### config.mk
export PLATFORM = sky130hd
export DESIGN_NAME = go_game_ctrl_flat
export DESIGN_NICKNAME = d
export VERILOG_FILES = /design/src/rtl/go_game_ctrl_pkg.sv /design/src/rtl/go_game_ctrl_if.sv /design/src/rtl/go_game_ctrl_turn_timer.sv /design/src/rtl/go_game_ctrl.sv /design/src/flat_wrapper.sv
export SDC_FILE = /design/constraint.sdc
export NUM_CORES = 1
export LEC_CHECK = 0
export BUFFER_PORTS_ARGS = -buffer_cell sky130_fd_sc_hd__buf_2
export CAP_MARGIN = 25
export CORE_AREA = 5 5 207 209
export CTS_BUF_LIST = sky130_fd_sc_hd__clkbuf_4 sky130_fd_sc_hd__clkbuf_8
export CTS_CLUSTER_SIZE = 30
export DETAILED_ROUTE_END_ITERATION = 8
export DIE_AREA = 0 0 212 214
export PLACE_DENSITY_LB_ADDON = 0.15
export SLEW_MARGIN = 20
export SYNTH_ARGS = -nofsm -noshare
export SYNTH_HDL_FRONTEND = slang
export SYNTH_SLANG_ARGS = --single-unit
### constraint.sdc
create_clock -name i_clk_in -period 2 [get_ports i_clk_in]
set_input_delay 0.1 -clock i_clk_in [delete_from_list [all_inputs] [get_ports i_clk_in]]
set_output_delay 0.1 -clock i_clk_in [all_outputs]
set_load 0.05 [all_outputs]
### src/rtl/go_game_ctrl_pkg.sv
// rtl/go_game_ctrl_pkg.sv - shared types, state codes and move decode helpers for go_game_ctrl
// Contents: stone_t cell encoding, end_reason_t, FSM state codes, is_pass()/is_resign().
package go_game_ctrl_pkg;

  typedef enum logic [1:0] {
    EMPTY = 2'b00,
    BLACK = 2'b01,
    WHITE = 2'b10
  } stone_t;

  typedef enum logic [1:0] {
    END_NONE    = 2'b00,
    END_PASSES  = 2'b01,
    END_RESIGN  = 2'b10,
    END_TIMEOUT = 2'b11
  } end_reason_t;

  typedef logic [2:0] state_t;

  localparam state_t S_WAIT   = 3'd0;
  localparam state_t S_CHECK  = 3'd1;
  localparam state_t S_COMMIT = 3'd2;
  localparam state_t S_SEND   = 3'd3;
  localparam state_t S_PASS   = 3'd4;
  localparam state_t S_OVER   = 3'd5;

  // Moves are zero-extended to 16 bits; move_w is the real move width.
  function automatic logic is_pass(input logic [15:0] mv, input int move_w);
    logic [15:0] w_code;
    w_code = 16'((32'd1 << move_w) - 32'd1);
    return mv == w_code;
  endfunction

  function automatic logic is_resign(input logic [15:0] mv, input int move_w);
    logic [15:0] w_code;
    w_code = 16'((32'd1 << move_w) - 32'd2);
    return mv == w_code;
  endfunction

endpackage

### src/rtl/go_game_ctrl_if.sv
// rtl/go_game_ctrl_if.sv - start/valid/invalid handshake between go_game_ctrl and the board updater
// Signals: upd_start/upd_move (controller -> updater), upd_valid/upd_invalid/next_board (updater -> controller).
interface go_game_ctrl_if #(
  parameter int N       = 9,
  parameter int COORD_W = $clog2(N)
);
  localparam int MOVE_W = 2 * COORD_W;
  localparam int BW     = 2 * N * N;

  logic              upd_start;
  logic [MOVE_W-1:0] upd_move;
  logic              upd_valid;
  logic              upd_invalid;
  logic [BW-1:0]     next_board;

  modport master (output upd_start, upd_move, input upd_valid, upd_invalid, next_board);
  modport slave  (input upd_start, upd_move, output upd_valid, upd_invalid, next_board);
endinterface

### src/rtl/go_game_ctrl_turn_timer.sv
// rtl/go_game_ctrl_turn_timer.sv - per-turn countdown of tick strobes
// Ports: i_clk, i_reset, i_load (reload to TURN_LIMIT), i_en (counting allowed), i_tick,
//        o_count (ticks left), o_expire (the tick that exhausts the turn).
module go_game_ctrl_turn_timer #(
  parameter int TURN_LIMIT = 60,
  parameter int TL_W       = 6
) (
  input  logic            i_clk,
  input  logic            i_reset,
  input  logic            i_load,
  input  logic            i_en,
  input  logic            i_tick,
  output logic [TL_W-1:0] o_count,
  output logic            o_expire
);
  localparam logic [TL_W-1:0] LP_RELOAD = TL_W'(TURN_LIMIT);

  logic [TL_W-1:0] r_count;

  // A zero limit leaves the count at zero, so it can never reach one and expire.
  assign o_expire = (TURN_LIMIT != 0) && i_en && i_tick && (r_count == TL_W'(1));
  assign o_count  = r_count;

  always_ff @(posedge i_clk) begin
    if (i_reset || i_load) begin
      r_count <= LP_RELOAD;
    end else if (i_en && i_tick && (r_count != '0)) begin
      r_count <= r_count - TL_W'(1);
    end
  end
endmodule

### src/rtl/go_game_ctrl.sv
// rtl/go_game_ctrl.sv - Go game controller: live board, ko snapshot, turn, move count and turn clock
// Ports: i_clk_in, i_reset, i_my_color, i_move_avail, i_move, i_tick_in, upd (updater handshake, master),
//        o_board_bus, o_ko_board, o_turn, o_tx_ready, o_invalid_move, o_move_count, o_time_left,
//        o_game_over, o_end_reason, o_winner, o_state.
module go_game_ctrl #(
  parameter int N          = 9,
  parameter int COORD_W    = $clog2(N),
  parameter int PASS_LIMIT = 2,
  parameter int TURN_LIMIT = 60,
  parameter int CNT_W      = 9,
  localparam int MOVE_W    = 2 * COORD_W,
  localparam int BW        = 2 * N * N,
  localparam int TL_W      = (TURN_LIMIT > 0) ? $clog2(TURN_LIMIT + 1) : 1
) (
  input  logic               i_clk_in,
  input  logic               i_reset,
  input  logic               i_my_color,
  input  logic               i_move_avail,
  input  logic [MOVE_W-1:0]  i_move,
  input  logic               i_tick_in,
  go_game_ctrl_if.master     upd,
  output logic [BW-1:0]      o_board_bus,
  output logic [BW-1:0]      o_ko_board,
  output logic               o_turn,
  output logic               o_tx_ready,
  output logic               o_invalid_move,
  output logic [CNT_W-1:0]   o_move_count,
  output logic [TL_W-1:0]    o_time_left,
  output logic               o_game_over,
  output logic [1:0]         o_end_reason,
  output logic               o_winner,
  output logic [2:0]         o_state
);
  import go_game_ctrl_pkg::*;

  localparam int PC_W = (PASS_LIMIT > 1) ? $clog2(PASS_LIMIT + 1) : 1;

  state_t            r_state;
  logic [BW-1:0]     r_board;
  logic [BW-1:0]     r_ko;
  logic [BW-1:0]     r_next;
  logic [MOVE_W-1:0] r_move;
  logic              r_turn;
  logic              r_start;
  logic              r_tx;
  logic              r_inv;
  logic [PC_W-1:0]   r_pass_cnt;
  logic [CNT_W-1:0]  r_count;
  logic [1:0]        r_reason;
  logic              r_winner;

  logic [COORD_W-1:0] w_row;
  logic [COORD_W-1:0] w_col;
  logic               w_in_range;
  logic               w_is_pass;
  logic               w_is_resign;
  logic               w_last_pass;
  logic [CNT_W-1:0]   w_count_inc;
  logic               w_timer_en;
  logic               w_timer_load;
  logic               w_expire;
  logic [TL_W-1:0]    w_time_left;

  assign w_row       = i_move[MOVE_W-1 -: COORD_W];
  assign w_col       = i_move[COORD_W-1:0];
  assign w_in_range  = (int'(w_row) < N) && (int'(w_col) < N);
  assign w_is_pass   = is_pass(16'(i_move), MOVE_W);
  assign w_is_resign = is_resign(16'(i_move), MOVE_W);
  assign w_last_pass = (int'(r_pass_cnt) + 1 == PASS_LIMIT);
  assign w_count_inc = (r_count == '1) ? r_count : r_count + CNT_W'(1);

  // The clock only runs while a player is thinking or the updater is working.
  assign w_timer_en   = (r_state == S_WAIT) || (r_state == S_CHECK);
  assign w_timer_load = (r_state == S_SEND) || ((r_state == S_PASS) && !w_last_pass);

  go_game_ctrl_turn_timer #(
    .TURN_LIMIT (TURN_LIMIT),
    .TL_W       (TL_W)
  ) u_turn_timer (
    .i_clk    (i_clk_in),
    .i_reset  (i_reset),
    .i_load   (w_timer_load),
    .i_en     (w_timer_en),
    .i_tick   (i_tick_in),
    .o_count  (w_time_left),
    .o_expire (w_expire)
  );

  always_ff @(posedge i_clk_in) begin
    if (i_reset) begin
      r_state    <= S_WAIT;
      r_board    <= '0;
      r_ko       <= '0;
      r_next     <= '0;
      r_move     <= '0;
      r_turn     <= 1'b0;
      r_start    <= 1'b0;
      r_tx       <= 1'b0;
      r_inv      <= 1'b0;
      r_pass_cnt <= '0;
      r_count    <= '0;
      r_reason   <= END_NONE;
      r_winner   <= 1'b0;
    end else begin
      r_start <= 1'b0;
      r_tx    <= 1'b0;
      r_inv   <= 1'b0;
      case (r_state)
        S_WAIT: begin
          if (w_expire) begin
            r_state  <= S_OVER;
            r_reason <= END_TIMEOUT;
            r_winner <= ~r_turn;
          end else if (i_move_avail) begin
            if (w_is_pass) begin
              r_state <= S_PASS;
            end else if (w_is_resign) begin
              r_state  <= S_OVER;
              r_reason <= END_RESIGN;
              r_winner <= ~r_turn;
            end else if (!w_in_range) begin
              r_inv <= 1'b1;
            end else begin
              r_move  <= i_move;
              r_start <= 1'b1;
              r_state <= S_CHECK;
            end
          end
        end
        S_CHECK: begin
          // Timeout outranks the updater; a rejection outranks an acceptance.
          if (w_expire) begin
            r_state  <= S_OVER;
            r_reason <= END_TIMEOUT;
            r_winner <= ~r_turn;
          end else if (upd.upd_invalid) begin
            r_inv   <= 1'b1;
            r_state <= S_WAIT;
          end else if (upd.upd_valid) begin
            // next_board is only guaranteed stable while upd_valid is high.
            r_next  <= upd.next_board;
            r_state <= S_COMMIT;
          end
        end
        S_COMMIT: begin
          r_ko       <= r_board;
          r_board    <= r_next;
          r_pass_cnt <= '0;
          r_count    <= w_count_inc;
          r_state    <= S_SEND;
        end
        S_SEND: begin
          r_tx    <= (r_turn == i_my_color);
          r_turn  <= ~r_turn;
          r_state <= S_WAIT;
        end
        S_PASS: begin
          r_count <= w_count_inc;
          if (w_last_pass) begin
            r_state  <= S_OVER;
            r_reason <= END_PASSES;
            r_winner <= 1'b0;
          end else begin
            // A pass lifts any ko restriction, so the snapshot tracks the live board.
            r_pass_cnt <= r_pass_cnt + PC_W'(1);
            r_ko       <= r_board;
            r_tx       <= (r_turn == i_my_color);
            r_turn     <= ~r_turn;
            r_state    <= S_WAIT;
          end
        end
        S_OVER: begin
          r_state <= S_OVER;
        end
        default: begin
          r_state <= S_WAIT;
        end
      endcase
    end
  end

  assign upd.upd_start  = r_start;
  assign upd.upd_move   = r_move;
  assign o_board_bus    = r_board;
  assign o_ko_board     = r_ko;
  assign o_turn         = r_turn;
  assign o_tx_ready     = r_tx;
  assign o_invalid_move = r_inv;
  assign o_move_count   = r_count;
  assign o_time_left    = w_time_left;
  assign o_game_over    = (r_state == S_OVER);
  assign o_end_reason   = r_reason;
  assign o_winner       = r_winner;
  assign o_state        = r_state;
endmodule

### src/flat_wrapper.sv
// flat-port wrapper written by rule: the top's interface ports become plain ports
module go_game_ctrl_flat import go_game_ctrl_pkg::*;
#(
  parameter int N          = 9,
  parameter int COORD_W    = $clog2(N),
  parameter int PASS_LIMIT = 2,
  parameter int TURN_LIMIT = 60,
  parameter int CNT_W      = 9,
  localparam int MOVE_W    = 2 * COORD_W,
  localparam int BW        = 2 * N * N,
  localparam int TL_W      = (TURN_LIMIT > 0) ? $clog2(TURN_LIMIT + 1) : 1
)
  (i_clk_in, i_reset, i_my_color, i_move_avail, i_move, i_tick_in, o_board_bus, o_ko_board, o_turn, o_tx_ready, o_invalid_move, o_move_count, o_time_left, o_game_over, o_end_reason, o_winner, o_state, upd_upd_start, upd_upd_move, upd_upd_valid, upd_upd_invalid, upd_next_board);
  go_game_ctrl_if #(.N(N), .COORD_W(COORD_W)) upd_i ();
  input  logic i_clk_in;
  input  logic i_reset;
  input  logic i_my_color;
  input  logic i_move_avail;
  input  logic [MOVE_W-1:0] i_move;
  input  logic i_tick_in;
  output logic [BW-1:0] o_board_bus;
  output logic [BW-1:0] o_ko_board;
  output logic o_turn;
  output logic o_tx_ready;
  output logic o_invalid_move;
  output logic [CNT_W-1:0] o_move_count;
  output logic [TL_W-1:0] o_time_left;
  output logic o_game_over;
  output logic [1:0] o_end_reason;
  output logic o_winner;
  output logic [2:0] o_state;
  output wire logic [$bits(upd_i.upd_start)-1:0] upd_upd_start;
  output wire logic [$bits(upd_i.upd_move)-1:0] upd_upd_move;
  input wire logic [$bits(upd_i.upd_valid)-1:0] upd_upd_valid;
  input wire logic [$bits(upd_i.upd_invalid)-1:0] upd_upd_invalid;
  input wire logic [$bits(upd_i.next_board)-1:0] upd_next_board;
  assign upd_upd_start = upd_i.upd_start;
  assign upd_upd_move = upd_i.upd_move;
  assign upd_i.upd_valid = upd_upd_valid;
  assign upd_i.upd_invalid = upd_upd_invalid;
  assign upd_i.next_board = upd_next_board;
  go_game_ctrl #(.N(N), .COORD_W(COORD_W), .PASS_LIMIT(PASS_LIMIT), .TURN_LIMIT(TURN_LIMIT), .CNT_W(CNT_W)) u_core (.i_clk_in(i_clk_in), .i_reset(i_reset), .i_my_color(i_my_color), .i_move_avail(i_move_avail), .i_move(i_move), .i_tick_in(i_tick_in), .upd(upd_i), .o_board_bus(o_board_bus), .o_ko_board(o_ko_board), .o_turn(o_turn), .o_tx_ready(o_tx_ready), .o_invalid_move(o_invalid_move), .o_move_count(o_move_count), .o_time_left(o_time_left), .o_game_over(o_game_over), .o_end_reason(o_end_reason), .o_winner(o_winner), .o_state(o_state));
endmodule
==> results by group, run 1 <==
Outcome
  • Status: completed

Worst setup path
  • Startpoint types: flip-flop
  • CP Class: flip-flop to flip-flop
  • CP Capture Type: flip-flop
  • Reg2reg path depth: 7
  • Crit path max fanout: 26
  • CP arrival: 2490 ps
  • CP required: about 2600 ps

Timing
  • Fmax: 518.7 MHz
  • Pins over their slew limit: 0
  • Period utilization: 0.9639
  • Unrepaired setup endpoints after global routing: true
  • Final Critical Period: ~1900 ps
  • Setup TNS: 0 ps
  • Skew final: 24.82 ps
  • Setup ws final: 72.17 ps
  • Least-Margin Pin Slew: 608.1 ps
  • Final setup violation count: 0
  • Endpoints failing hold: 0
  • Relative slew slack: 0.5946

Detailed routing
  • Met2 WL: 28790 µm
  • Drt drc: 0
  • Top Layer Used: met4
  • 1st-pass router iterations: 6
  • Antenna viol nets, final: 0
  • Wire per inst: 16.61 µm
  • DRT Wirelength: roughly 60000 µm
  • Initial DRC count: between 1k and 1.5k
  • DR WL met3: around 4700 µm
  • Vias post-DR: 18.15k
  • DRT met1 WL: about 25000 µm
  • Via density: 5.029

Floorplanning
  • Core area: 0.04065 mm²
  • Die width: 212 µm
  • Core Rows: 74
  • Initial Utilization: 0.4471
  • IO Pins: 535
  • DIE AREA: 0.04537 mm²
  • Die Height: 214 µm

Synth
  • Warnings, synthesis: 0
  • Mapped Cells: 2303
  • Sequential-to-total area share from yosys stat: 0.5739
  • EDFF count, synth: 0
  • Syn Nets: 2486
  • Top_reg_cell synth: dfxtp_1
  • Post-Syn Area: 0.01817 mm²
  • Synth Register Bits: around 520
  • Ys async rst share: 0
  • Synthesized area per cell: 7.891 µm²
  • Post-synth cell types: 42

Clock tree
  • CTS tree: yes
  • H-tree depth: 3
  • Clk sinks: between 500 and 600
  • Total CTS buffers: 85
  • Latest clock arrival within the worst-skew pair: 630 ps
  • CTS clk-pin slew, worst paths: 60 ps
  • Root buffer cell: clkbuf_8
  • Worst-case clock buffer depth: 3

Global routing
  • Overflow after GRT: 0
  • Gr usage total: 0.2464
  • Initial antenna violation count: 5
  • Vias in the first global route: approximately 18k
  • First-pass GRT wire length: ~93000 µm
  • Largest net degree at the start of global routing: 93

Run
  • Max Cap Viol: 0

Final layout
  • Area growth, synth to finish: 40.67%
  • Cell area after layout: around 0.026 mm²
  • Ratio of cells with drive above 1 in the final layout: 0.2581
  • Non-Filler Instances: 3609
  • Final nets: 3189
  • Most common cell after layout, fill and taps aside: nand2_1
  • Commonest cells after routing, fill and taps aside: nand2_1, buf_2, dfxtp_1

Placed design
  • Post-Place Cells: 3267
  • GPL Wtd Cong: 0.8197
  • DPL Wire Length: 40720 µm
  • Area of placed instances: 0.02180 mm²
  • Pre-CTS WS: approximately 47 ps
  • IO Port Bufs: 534

Power
  • Power Density: 850.0 mW/mm²
  • Reg power frac: 0.485
  • Combinational group share of total power: 0.068
  • P_leak: 10.41 nW
  • Maximum vdd ir drop: 603.2 µV
  • Psw: about 5 mW
  • Clk pwr share: 0.447
  • Net Sw Frac: 0.2339
  • P_int: 16.65 mW

Hold path
  • Hold path depth: 4
  • Worst hold path class: input port to flip-flop
## per-stage QoR
step / hold slack, ps / util / power (mW)
floorplan: 236.0 / - / 11.39
global placement: 342.8 / 0.5364 / 11.89
detailed placement: 345.6 / 0.5364 / 11.91
CTS: 201.7 / 0.6246 / 21.91
global route: 231.0 / 0.6289 / 22.56
finish: 251.5 / 0.6289 / 21.73
## cell usage after synthesis, types with 2 or more instances
master,number,area (µm²)
xor2_1,8,70.07
mux2i_1,11,110.1
inv_1,8,30.03
nand3_1,5,25.02
nand2_1,991,3720
nor4_1,2,12.51
buf_6,8,90.09
xnor2_1,4,35.03
o22ai_1,2,12.51
ha_1,6,75.07
or3_1,3,18.77
o31ai_1,2,15.01
nor3_1,7,35.03
o21ai_2,2,17.52
a21oi_1,497,2487
and3_1,2,12.51
nor2b_1,3,18.77
a2111oi_0,2,17.52
buf_2,19,95.09
and2_1,3,18.77
buf_1,4,15.01
dfxtp_1,521,10430
nand4_1,4,25.02
nor2_1,33,123.9
o21ai_0,4,20.02
clkbuf_1,136,510.5
## final cells by class
class	count	area [µm²]
Antenna cell	5	12.51
Clock buffer	143	1712
Clock inverter	10	105.1
Fill cell	3584	15080
Inverter	8	30.03
Multi-Input combinational cell	1606	7087
Sequential cell	521	10450
Tap cell	532	665.6
Timing Repair Buffer	784	5498
## per-layer routing
metal / global-route usage / vias up
met4: 0.08868 / 0
met3: 0.06203 / 101
li1: - / 8856
met2: 0.4100 / 693
met5: 0 / -
met1: 0.3101 / 8498
## cells by family after synthesis
kind of cell | synth area share
adders and majority gates | 0.004131
DFF | 0.5739
buffers and inverters | 0.04117
muxes | 0.006059
and+or+nand+nor | 0.2235
AOI/OAI and AO/OA | 0.1454
xor gates and xnor gates | 0.005783
## what timing repair did
action                     4_1_cts  5_1_grt
setup endpoints to repair        0       82
hold endpoints to repair       218        0
gates resized for setup          0       15
buffers inserted                 0        5
hold buffers                   177        0
## power groups by stage
stage	Combinational, mW	Clock (mW)	Sequential [mW]
3_5_place_dp	1.14	0	10.8
2_1_floorplan	0.523	0	10.9
5_1_grt	1.59	10.4	10.5
4_1_cts	1.44	9.93	10.5
3_3_place_gp	1.13	0	10.8
6_report	1.47	9.71	10.5
## worst max-delay path: stages, from the launching register on
cell and delay [ps]:
dfxtp_2 320, or4_4 570, o21ai_4 190, or3_4 200
buf_12 160, buf_16 180, nand2_1 80, a21oi_2 130
## final timing paths
kind	from	endpoint	slack [ps]
worst max-delay path	u_core.u_turn_timer.o_count[5]$_SDFFE_PP1P_	u_core.r_next[100]$_SDFFE_PP0P_	70
worst min-delay path	upd_next_board[38]	u_core.r_next[38]$_SDFFE_PP0P_	250
worst max register to register	u_core.u_turn_timer.o_count[5]$_SDFFE_PP1P_	u_core.r_next[100]$_SDFFE_PP0P_	70
worst min register to register	u_core.r_next[43]$_SDFFE_PP0P_	u_core.o_board_bus[43]$_SDFFE_PP0P_	440
## sequential cells by signal, indices dropped and copies added, names as in the netlist
signal,cells
u_core.o_ko_board,162
u_core.upd.upd_move,8
u_core.o_board_bus,162
u_core.upd.upd_start,1
u_core.o_invalid_move,1
u_core.o_move_count,9
u_core.r_next,162
u_core.o_tx_ready,1
u_core.o_state,3
u_core.u_turn_timer.o_count,6
u_core.r_pass_cnt,2
u_core.o_winner,1
u_core.o_turn,1
u_core.o_end_reason,2
Note: power is estimated with default switching activity, not from simulation.
==> run 2, diff against run 1 <==
--- a/config.mk
+++ b/config.mk
@@ -7,13 +7,14 @@
 export LEC_CHECK = 0
 export BUFFER_PORTS_ARGS = -buffer_cell sky130_fd_sc_hd__buf_2
 export CAP_MARGIN = 25
-export CORE_AREA = 5 5 207 209
+export CORE_AREA = 5 5 203 205
 export CTS_BUF_LIST = sky130_fd_sc_hd__clkbuf_4 sky130_fd_sc_hd__clkbuf_8
 export CTS_CLUSTER_SIZE = 30
 export DETAILED_ROUTE_END_ITERATION = 8
-export DIE_AREA = 0 0 212 214
+export DIE_AREA = 0 0 208 210
 export PLACE_DENSITY_LB_ADDON = 0.15
 export SLEW_MARGIN = 20
 export SYNTH_ARGS = -nofsm -noshare
 export SYNTH_HDL_FRONTEND = slang
+export SYNTH_HIERARCHICAL = 1
 export SYNTH_SLANG_ARGS = --single-unit
==> run 2 against run 1 <==
  * Clock skew fell by 4.1 ps
  * Clock power about the same
  * Power decreased by 0.33%
  * Fmax decreased by 2.0%
  * Cell area is 0.47% higher
  * Via count down 0.70%
==> results by group, run 2 <==
Power
  • Net Sw Frac: 0.2325 (-0.001424)
  • Clk pwr share: 0.447 (about the same)
  • Combinational group share of total power: 0.066 (-0.002)
  • Psw: 5.034 mW (-0.94%)
  • Total power: 21.66 mW (-0.33%)
  • Reg power frac: 0.487 (+0.002)
  • Maximum vdd ir drop: 587.1 µV (-2.7%)
  • P_leak: 10.43 nW (+0.18%)
  • P_int: 16.62 mW (-0.15%)
  • Power Density: 843.2 mW/mm² (-0.80%)

Synth
  • Post-synth cell types: 50 (+19%)
  • Synthesized area per cell: 7.974 µm² (+1.1%)
  • Most common cell in the netlist: nand2_1
  • Warnings, synthesis: 6 (+6)
  • Post-synth top area share: 0.5645 (-0.009406)
  • Mapped Cells: 2317 (+0.61%)
  • Synth Area in Simple Gates: 0.2313 (+0.007850)
  • Synth Area in Adders: 0.004063 (-0.00006770)
  • Largest family of logic cells by synthesized area: simple AND/OR/NAND/NOR gates
  • Ys async rst share: 0 (unchanged)
  • Xor/xnor share of the synthesized area: 0.005147 (-0.0006366)
  • Top cells by count, synth: nand2_1, dfxtp_1, a21oi_1
  • Top_reg_cell synth: dfxtp_1
  • Syn Nets: 2500 (+0.56%)
  • Sequential-to-total area share from yosys stat: 0.5645 (-0.009406)
  • EDFF count, synth: 0 (unchanged)
  • Top cells by area, synth: dfxtp_1, nand2_1, a21oi_1
  • Multiplexer share of the synthesized area: 0.008262 (+0.002203)
  • Post-Syn Area: 0.01848 mm² (+1.7%)
  • Synth Register Bits: 521 (unchanged)
  • Compound-cell area share of the yosys netlist: 0.1451 (-0.0003515)
  • Largest area contributor in the netlist: dfxtp_1

Floorplanning
  • IO Pins: 535 (unchanged)
  • Core area: 0.03928 mm² (-3.4%)
  • DIE AREA: 0.04368 mm² (-3.7%)
  • Core Rows: 73 (-1.4%)
  • Die Height: 210 µm (-1.9%)
  • Initial Utilization: 0.4704 (+0.02332)
  • Die width: 208 µm (-1.9%)

Final layout
  • Commonest cells after routing, fill and taps aside: nand2_1, buf_2, dfxtp_1
  • Area growth, synth to finish: 39.02%
  • Final nets: 3184 (-0.16%)
  • Ratio of cells with drive above 1 in the final layout: 0.2548 (-0.003326)
  • Cell area after layout: 0.02568 mm² (+0.47%)
  • Most common cell after layout, fill and taps aside: nand2_1

Worst setup path
  • FF-to-FF End: u_core/upd.upd_move[1]$_SDFFE_PP0P_
  • RR Startpoint: u_core/u_turn_timer/o_count[1]$_SDFFE_PP0P_
  • Reg2reg path depth: 9 (+2)
  • Critical Path Start: u_core/u_turn_timer/o_count[1]$_SDFFE_PP0P_
  • CP Capture Type: flip-flop
  • CP required: 2550 ps (about the same)
  • Crit path max fanout: 8 (-69%)
  • CP endpoint: u_core/upd.upd_move[1]$_SDFFE_PP0P_
  • Worst reg2reg setup slack: 30 ps (-40 ps)
  • CP arrival: 2510 ps (+20 ps)
  • Startpoint types: flip-flop
  • CP Class: flip-flop to flip-flop

Global routing
  • Initial antenna violation count: 3 (-2)
  • First-pass GRT wire length: 93420 µm (+0.90%)
  • Gr usage total: 0.2570 (+0.01054)
  • Overflow after GRT: 0 (unchanged)
  • Vias in the first global route: 17.46k (-0.33%)
  • Largest net degree at the start of global routing: 121 (+30%)

Detailed routing
  • Vias post-DR: 18.02k (-0.70%)
  • 1st-pass router iterations: 5 (-1)
  • Drt drc: 0 (unchanged)
  • DRT Wirelength: 59330 µm (-1.1%)
  • Antenna viol nets, final: 0 (unchanged)
  • Wire per inst: 16.52 µm (-0.60%)
  • Via density: 5.017 (-0.23%)
  • Initial DRC count: 1249 (-9.1%)

Placed design
  • DPL Wire Length: 39290 µm (-3.5%)
  • Area of placed instances: 0.02200 mm² (+0.92%)
  • IO Port Bufs: 534 (unchanged)
  • GPL Wtd Cong: 0.8002 (-2.4%)

Timing
  • Final setup violation count: 0 (unchanged)
  • Endpoints failing hold: 0 (unchanged)
  • Relative slew slack: 0.6493 (+0.05464)
  • Skew final: 20.75 ps (-4.073 ps)
  • Pins over their slew limit: 0 (unchanged)
  • Unrepaired setup endpoints after global routing: true
  • Final Critical Period: 1966 ps (+38.44 ps)
  • Least-Margin Pin Slew: 526.1 ps (-81.96 ps)
  • Fmax: 508.6 MHz (-2.0%)
  • Period utilization: 0.9831 (+0.01922)

Clock tree
  • Latest clock arrival within the worst-skew pair: 640 ps (about the same)
  • CTS tree: yes
  • Root buffer cell: clkbuf_8
  • Total CTS buffers: 84 (-1.2%)
  • CTS clk-pin slew, worst paths: 70 ps (about the same)
  • Clk sinks: 521 (unchanged)
  • Worst-case clock buffer depth: 3 (unchanged)
  • H-tree depth: 3 (unchanged)

Hold path
  • Min-delay src: upd_next_board[130]
  • Worst hold path class: input port to flip-flop

Run
  • Max Cap Viol: 0 (unchanged)

Outcome
  • Status: completed
[run 2: power by group through the flow]
stage / clock network [mW] / logic, mW / registers (mW)
6_report: 9.68 / 1.44 / 10.5
5_1_grt: 10.4 / 1.55 / 10.5
4_1_cts: 9.88 / 1.40 / 10.5
3_5_place_dp: 0 / 1.11 / 10.8
3_3_place_gp: 0 / 1.10 / 10.8
2_1_floorplan: 0 / 0.543 / 10.9
[run 2: per-layer routing]
layer  wire length (µm)  GRT usage  up-vias
met5                 13          0        -
met4               1947     0.1019        2
met3               4362    0.06102      114
met2              28970     0.4354      667
met1              24040     0.3192     8372
li1                   -          -     8866
[run 2: layout make-up]
class / count / area [µm²]
Fill cell: 3331 / 13590
Sequential cell: 521 / 10450
Multi-Input combinational cell: 1622 / 7383
Timing Repair Buffer: 768 / 5359
Clock buffer: 137 / 1704
Tap cell: 525 / 656.9
Clock inverter: 13 / 105.1
Inverter: 4 / 17.52
Antenna cell: 2 / 5.005
[run 2: how the worst min path moves through the flow]
| stage | end | slack, ps | depth (start not counted) |
|---|---|---|---|
| after global placement | u_core/r_next[107]$_SDFFE_PP0P_ | 340 | 3 |
| final | u_core/r_next[130]$_SDFFE_PP0P_ | 250 | 4 |
| after detailed placement | u_core/o_state[0]$_SDFFE_PP0P_ | 340 | 2 |
| after global routing | u_core/r_next[130]$_SDFFE_PP0P_ | 220 | 4 |
| after floorplan | u_core/o_state[0]$_SDFFE_PP0P_ | 190 | 1 |
| after CTS | u_core/r_next[11]$_SDFFE_PP0P_ | 190 | 4 |
[run 2: critical path, stage by stage, from the launching register on]
cell      delay [ps]
dfxtp_4          370
inv_4             50
ha_4             140
and4_4           150
buf_12           130
nor4_4           350
o211ai_4         160
nor3_4           180
buf_12           160
mux2i_1          200
[run 2: what timing repair did]
action                                  in CTS  in global routing
pin swaps                                    0                  3
hold endpoints to repair                   216                  0
hold buffers                               176                  0
cloned                                       0                  1
setup buffers                                0                  2
endpoints found under the setup margin       4                 50
gates resized for setup                      3                 12
[run 2: per-stage QoR]
stage	TNS, ps	hold slack, ps	instances	worst slack [ps]	utilization
3_3_place_gp	0	340.6	3261	75.72	0.5602
4_1_cts	0	192.2	3587	17.69	0.6513
6_report	0	248.8	3592	33.74	0.6540
5_1_grt	-186.8	217.5	3592	-56.99	0.6540
2_1_floorplan	-870.0	188.4	2317	-10.88	-
3_5_place_dp	-1.813	344.4	3261	-1.813	0.5602
[run 2: logic make-up after synthesis]
family,count (synthesis)
DFF,521
AOI/OAI and AO/OA,517
xor gates and xnor gates,10
adders and majority gates,6
and+or+nand+nor,1074
buffers and inverters,174
muxes,15
